$ cat src/rtl/timer_entry.sv
// Operator front-end for the egg-timer: debounces the four push-buttons, builds the
// BCD preset on a1..d1 and sequences the countdown counter through set/run/pause/done.
module timer_entry #(
    parameter int unsigned DEBOUNCE_CYCLES = 1000000
) (
    input  logic       clk,
    input  logic       reset,
    input  logic       btn_sel,
    input  logic       btn_inc,
    input  logic       btn_start,
    input  logic       btn_clr,
    input  logic       dn,
    output logic [3:0] a1,
    output logic [3:0] b1,
    output logic [3:0] c1,
    output logic [3:0] d1,
    output logic [1:0] sel,
    output logic       load,
    output logic       str,
    output logic       alarm,
    output logic       dn_clr
);

    localparam int unsigned NBTN = 4;
    localparam int unsigned CW   = $clog2(DEBOUNCE_CYCLES);
    localparam logic [CW-1:0] CNT_MAX = CW'(DEBOUNCE_CYCLES - 1);

    // One-hot so load/str/alarm come straight off a flop with no decode glitch.
    localparam logic [3:0] ST_SET   = 4'b0001;
    localparam logic [3:0] ST_RUN   = 4'b0010;
    localparam logic [3:0] ST_PAUSE = 4'b0100;
    localparam logic [3:0] ST_DONE  = 4'b1000;

    // Button bit order: 0=sel, 1=inc, 2=start, 3=clr.
    logic [NBTN-1:0] raw;
    logic [NBTN-1:0] sync1;
    logic [NBTN-1:0] sync2;
    logic [NBTN-1:0] stable;
    logic [NBTN-1:0] ev;
    logic [CW-1:0]   cnt [NBTN];

    assign raw = {btn_clr, btn_start, btn_inc, btn_sel};

    // Synchronise, then accept a new level only after it has held for DEBOUNCE_CYCLES.
    always_ff @(posedge clk or negedge reset) begin
        if (!reset) begin
            sync1  <= '0;
            sync2  <= '0;
            stable <= '0;
            ev     <= '0;
            for (int i = 0; i < 4; i++) begin
                cnt[i] <= '0;
            end
        end else begin
            sync1 <= raw;
            sync2 <= sync1;
            ev    <= '0;
            for (int i = 0; i < 4; i++) begin
                if (sync2[i] != stable[i]) begin
                    if (cnt[i] == CNT_MAX) begin
                        stable[i] <= sync2[i];
                        cnt[i]    <= '0;
                        ev[i]     <= sync2[i];
                    end else begin
                        cnt[i] <= cnt[i] + CW'(1);
                    end
                end else begin
                    cnt[i] <= '0;
                end
            end
        end
    end

    logic ev_clr;
    logic ev_start;
    logic ev_sel;
    logic ev_inc;

    assign ev_clr   = ev[3];
    assign ev_start = ev[2] & ~ev[3];
    assign ev_sel   = ev[0] & ~(|ev[3:2]);
    assign ev_inc   = ev[1] & ~(|{ev[3:2], ev[0]});

    function automatic logic [3:0] bcd_inc(input logic [3:0] v, input logic [3:0] top);
        bcd_inc = (v >= top) ? 4'd0 : v + 4'd1;
    endfunction

    logic [3:0] state;
    logic [3:0] state_n;
    logic [3:0] a_n;
    logic [3:0] b_n;
    logic [3:0] c_n;
    logic [3:0] d_n;
    logic [1:0] sel_n;
    logic       dn_clr_n;

    always_ff @(posedge clk or negedge reset) begin
        if (!reset) begin
            state  <= ST_SET;
            a1     <= '0;
            b1     <= '0;
            c1     <= '0;
            d1     <= '0;
            sel    <= '0;
            dn_clr <= 1'b0;
        end else begin
            state  <= state_n;
            a1     <= a_n;
            b1     <= b_n;
            c1     <= c_n;
            d1     <= d_n;
            sel    <= sel_n;
            dn_clr <= dn_clr_n;
        end
    end

    // Next state and preset edits; one event at most is acted on per cycle.
    always_comb begin
        state_n  = state;
        a_n      = a1;
        b_n      = b1;
        c_n      = c1;
        d_n      = d1;
        sel_n    = sel;
        dn_clr_n = 1'b0;
        case (state)
            ST_SET: begin
                if (ev_clr) begin
                    a_n   = '0;
                    b_n   = '0;
                    c_n   = '0;
                    d_n   = '0;
                    sel_n = '0;
                end else if (ev_start) begin
                    if (|{a1, b1, c1, d1}) state_n = ST_RUN;
                end else if (ev_sel) begin
                    sel_n = sel + 2'd1;
                end else if (ev_inc) begin
                    case (sel)
                        2'd0: a_n = bcd_inc(a1, 4'd9);
                        2'd1: b_n = bcd_inc(b1, 4'd5);
                        2'd2: c_n = bcd_inc(c1, 4'd9);
                        2'd3: d_n = bcd_inc(d1, 4'd9);
                    endcase
                end
            end
            ST_RUN: begin
                if (dn)            state_n = ST_DONE;
                else if (ev_start) state_n = ST_PAUSE;
                else if (ev_clr)   state_n = ST_SET;
            end
            ST_PAUSE: begin
                if (ev_start)    state_n = ST_RUN;
                else if (ev_clr) state_n = ST_SET;
            end
            ST_DONE: begin
                if (ev_clr || ev_start) begin
                    state_n  = ST_SET;
                    dn_clr_n = 1'b1;
                end
            end
            default: state_n = ST_SET;
        endcase
    end

    assign load  = state[0];
    assign str   = state[1];
    assign alarm = state[3];

endmodule

$ cat config.mk
export PLATFORM = sky130hd
export DESIGN_NAME = timer_entry
export DESIGN_NICKNAME = d
export VERILOG_FILES = /design/src/rtl/timer_entry.sv
export SDC_FILE = /design/constraint.sdc
export NUM_CORES = 1
export LEC_CHECK = 0
export BUFFER_PORTS_ARGS = -buffer_cell sky130_fd_sc_hd__buf_2
export CORE_MARGIN = 2
export CORE_UTILIZATION = 53
export CTS_BUF_LIST = sky130_fd_sc_hd__clkbuf_4
export DETAILED_ROUTE_END_ITERATION = 10
export GPL_TIMING_DRIVEN = 0
export HOLD_SLACK_MARGIN = 0.05
export PLACE_DENSITY = 0.84
export SLEW_MARGIN = 0
export SYNTH_ARGS = -nofsm -noshare
export SYNTH_HDL_FRONTEND = slang
export SYNTH_SLANG_ARGS = --single-unit
$ cat constraint.sdc
create_clock -name clk -period 1.8 [get_ports clk]
set_input_delay 0.18 -clock clk [delete_from_list [all_inputs] [get_ports clk]]
set_output_delay 0.18 -clock clk [all_outputs]
set_load 0.005 [all_outputs]
Word-level counts from Yosys, hierarchy flattened. Index checks and enable logic that the tools add are counted.

Register bits after elaboration: 119. Latch bits: 0. Memory bits (writable): 0. Memory bits (read-only): 0. Bits of input ports: 7. Memories: 0.

Add/sub/neg operators: 9. Multipliers: 0. Div/mod/pow operators: 0. Magnitude comparators: 4. Eq/ne operators: 21. Shift operators: 0. Muxes and demuxes: 54. Bitwise operators: 6. Reductions and logical operators: 21.

Operator list (count): $mux 20 (8); $mux 4 (32); $add 20x1->20 const B (4); $eq 20x20->1 const B (4); $reduce_and 5->1 (4); $add 4x1->4 const B (4); $pmux 4 s4 (1); $reduce_or 16->1 (1); $ge 4x4->1 const B (3); $ne 2x2->1 const B (6); $reduce_bool 2->1 (6); $mux 1 (10); $reduce_and 2->1 (4); $mux 2 (3); $eq 2x2->1 const B (2); $eq 4x1->1 const B (1); $eq 4x2->1 const B (1); $eq 4x3->1 const B (1); $eq 4x4->1 const B (1); $ge 4x3->1 const B (1); $ne 1x1->1 (4); $reduce_and 4->1 (1); $and 1x1->1 (3); $not 1->1 (3); 7 further kinds (7).

Depth between registers and ports, before layout.
Depth after elaboration: 7. Mapped depth: 7. Mapped depth without buffers: 6.

Worst setup path after synthesis. No wires, ideal clock.

Path type: reg-to-reg. From: register cnt[60] in the netlist's numbering. To: register cnt[78] in the netlist's numbering. Arrival time: 1906 ps. Setup slack: -184 ps. Cell stages (with the launch flop): 7. Path buffers: 1. Period minus slack after synthesis: 1984 ps. Cells stage by stage: dfrtp_1 ha_1 nand2_1 or4_1 buf_2 or4_1 a21oi_1.

Cells in the longest elaborated chain, start to end: 3. Elaborated cells between the ends (all ways): 4. Classes of those cells: add/sub: 1; eq/ne: 1; mux: 2.

RTL lines: start: declaration (line 40) `logic [CW-1:0] cnt [NBTN];`; start signal: indexed assignment (line 65) `cnt[i] <= cnt[i] + CW'(1);`; $add 20x1->20 or $eq 20x20->1 (tied branches) (line 65, 60); $mux 20 (*) (line 60) `if (cnt[i] == CNT_MAX) begin`; $mux 20 (*) (line 59) `if (sync2[i] != stable[i]) begin`.

Every way passes the cells marked *; elsewhere a longest branch is shown, timed or not. A chain may end at the register's enable or synchronous reset.

Worst setup path after layout.
From: register cnt[23] in the netlist's numbering. To: register cnt[38] in the netlist's numbering.

Same word-level chain as after synthesis.

==> reports/metrics.yaml <==
status:
  status: "finished, violations left"
  violations: "setup timing"
power_and_ir_drop:
  ir_drop_v: 0.000480
  leakage_nw: 3.26
  power_density_nw_per_um2: 716
  power_mw: 5.37
sta:
  finClkSkew_ns: 0.0136
  grt_setup_unrepaired: "yes"
  min_period_over_period_pct: 116
  setup_violations: 46
  min_period_ns: 2.09
  fmax_mhz: 479
  drv_slew: 0
  relSlewSlack_pct: 63.5
  fin_hold_ws_ns: 0.143
  setup_ws_ns: -0.289
  tns_ns: -10.01
  finalHoldViolations: 0
  tightest_slew_ns: 0.547
floorplanning:
  core_area_um2: 11300
  fp.dieH_um: 111
  dieArea_um2: 12300
  die_x_um: 111
  io_pins: 29
  rows: 39
  start_util_pct: 53.8
finish:
  regArea_um2: 2990
  final_common_cell: "dfrtp_1"
  design_area_um2: 7500
  area_growth_syn_to_layout_pct: 23.8
  layout.cells.non_filler: 869
  fill_cells: 807
  final_util_pct: 66.6
  num_antenna_cells: 0
  final_cell_mix: "dfrtp_1 (112), nor2_1 (53), nand2_1 (46), buf_4 (46), o21ai_0 (36)"
  multi_input_comb_area_um2: 3200
  fin_nets: 744
  drive_gt1_share_pct: 24.7
synthesis:
  synth_edf_count: 0
  seq_area_frac_synth_pct: 49.1
  syn-num-nets: 651
  yosysUniqueCellTypes: 50
  synth-seq-cells: 119
  synth_top_area_share_pct: 48.7
  synth.avg_cell_area_um2: 9.78
  yosys.area.top_type: "dfrtp_1"
  synthTopCellsByArea: "dfrtp_1 (49%), ha_1 (5.0%), xor2_1 (4.3%), nor2_1 (3.6%), nand2_1 (3.0%)"
  yosys_warnings: 0
  synth_async_sr_flop_share_pct: 100
  syn_inst: 620
  ys.flop_type: "dfrtp_1"
  syn_area_um2: 6060
global_route:
  grt_pass1_wl_mm: 23.3
  grt_usage_pct: 23.0
  antenna_found_initial: 0
  grt_start_max_net_pins: 64
  grt_pass1_vias: 5032
  overflow: 0
job:
  drv_cap: 0
setup_path:
  path_max_fanout: 6
  r2r_end: "cnt[38]$_DFF_PN0_"
  critPathRequiredTime_ns: 2.26
  cp_slowest_cell: "or4_1"
  critPathMaxStageDelay_ns: 0.58
  reg2reg_slack_ns: -0.29
  critPathBufInv: 1
  crit_family: "simple AND/OR/NAND/NOR gates"
  path_class: "register to register"
  start_kind: "register"
  cp.arrival_ns: 2.55
  timing.rr.start: "cnt[23]$_DFF_PN0_"
  crit_chain: "nand3_2 > or4_1 > clkbuf_8 > or4_4 > a21oi_2"
  endpoint: "cnt[38]$_DFF_PN0_"
  crit_cells: 5
  cp-end-kind: "register"
  cp-startpoint: "cnt[23]$_DFF_PN0_"
  worstRegToRegCells: 5
placement:
  post-place-ws_ns: -0.403
  numPortBuffers: 28
  place_area_um2: 6520
  gp_congestion: 0.879
  dp_hpwl_mm: 8.37
  dp_cells: 792
clock_tree:
  cts-buffers-inserted: 17
  h-tree-depth: 4
  cts-root-buf: "clkbuf_4"
  cts.sinks: 119
  cts_tree: "yes"
  clk_latency_ns: 0.55
  ctsLongestPathBuffers: 2
  cts.clk_slew.worst_paths_ns: 0.11
drt:
  drtPass1Iterations: 5
  drt-total-wl_mm: 14.1
  ant_nets: 0
  vias: 5102
  drt_iter0_markers: 320
  viasPerCell: 5.87
  drcViolationCount: 0
  wire_per_inst_um: 16.2
worst_hold_path:
  min_path_type: "input pin to async pin"
cell usage after synthesis (all sizes together) (18+ instances only):
library cell and n:
o21ai 39, or4 18, dfrtp 118, nor2 58
a21oi 33, xor2 30, xnor2 21, ha 24
nand2 49, inv 31, nand3 37
power breakdown:
| group | switching (mW) | internal [mW] | total, mW | leakage (nW) |
|---|---|---|---|---|
| logic | 0.135 | 0.0977 | 0.233 | 1.46 |
| registers | 0.0287 | 2.70 | 2.73 | 1.62 |
| clock network | 1.04 | 1.36 | 2.41 | 0.180 |
| total | 1.21 | 4.16 | 5.37 | 3.26 |
routing by layer:
metal	global-route usage [%]	part of all wire, %
met1	28.6	42
met5	0	0
met3	4.54	4.1
met2	38.9	51
met4	10.8	3.2
worst min path at each step:
stage | from | endpoint | slack [ns] | cells past startpoint
CTS | reset | cnt[20]$_DFF_PN0_ | 0.16 | 2
floorplan | reset | a1[0]$_DFFE_PN0P_ | -0.12 | 0
finish | reset | cnt[20]$_DFF_PN0_ | 0.14 | 2
global placement | btn_sel | sync1[0]$_DFF_PN0_ | 0.29 | 1
global route | reset | cnt[20]$_DFF_PN0_ | 0.20 | 2
detailed placement | reset | cnt[20]$_DFF_PN0_ | 0.18 | 1
worst reg2reg max path, delay by kind of cell (launching register included):
family | cells | cell delay (ns)
compound gates | 1 | 0.17
flops | 1 | 0.44
buf+inv | 1 | 0.18
simple gates | 3 | 1.23
cell type report:
type / count / share of cell area [%]
Clock inverter: 15 / 3.10
Sequential cell: 119 / 39.8
Timing Repair Buffer: 80 / 7.67
Clock buffer: 17 / 1.70
Tap cell: 143 / 2.38
Multi-Input combinational cell: 453 / 42.7
Inverter: 31 / 1.55
Buffer: 11 / 1.13
kinds of logic (layout without fill, tap and decap cells):
group                    Yosys count  count (layout)  share of synthesized area [%]
adder cells (fa/ha/maj)           24              24                           4.95
buffers and inverters             48             154                           3.10
multiplexers                       6               6                           1.07
flip-flops                       119             119                           49.1
XOR/XNOR                          51              51                           7.37
AND/OR/NAND/NOR                  274             274                           25.0
AO/OA/AOI/OAI                     98              98                           9.41
registers in the layout, summed over array words and instances (netlist names):
signal  flops
ev          4
sync2       4
d1          4
cnt        80
b1          4
c1          4
state       4
sel         2
dn_clr      1
stable      4
a1          4
sync1       4
timing repair:
| item | 4_1_cts | 5_1_grt |
|---|---|---|
| hold endpoints to repair | 61 | 0 |
| setup endpoints to repair | 91 | 92 |
| setup buffers | 33 | 10 |
| hold buffers | 6 | 0 |
| cloned | 2 | 0 |
| resized for setup | 40 | 30 |
| pin swaps | 23 | 10 |
No activity file was read; power rests on OpenSTA's default activity.
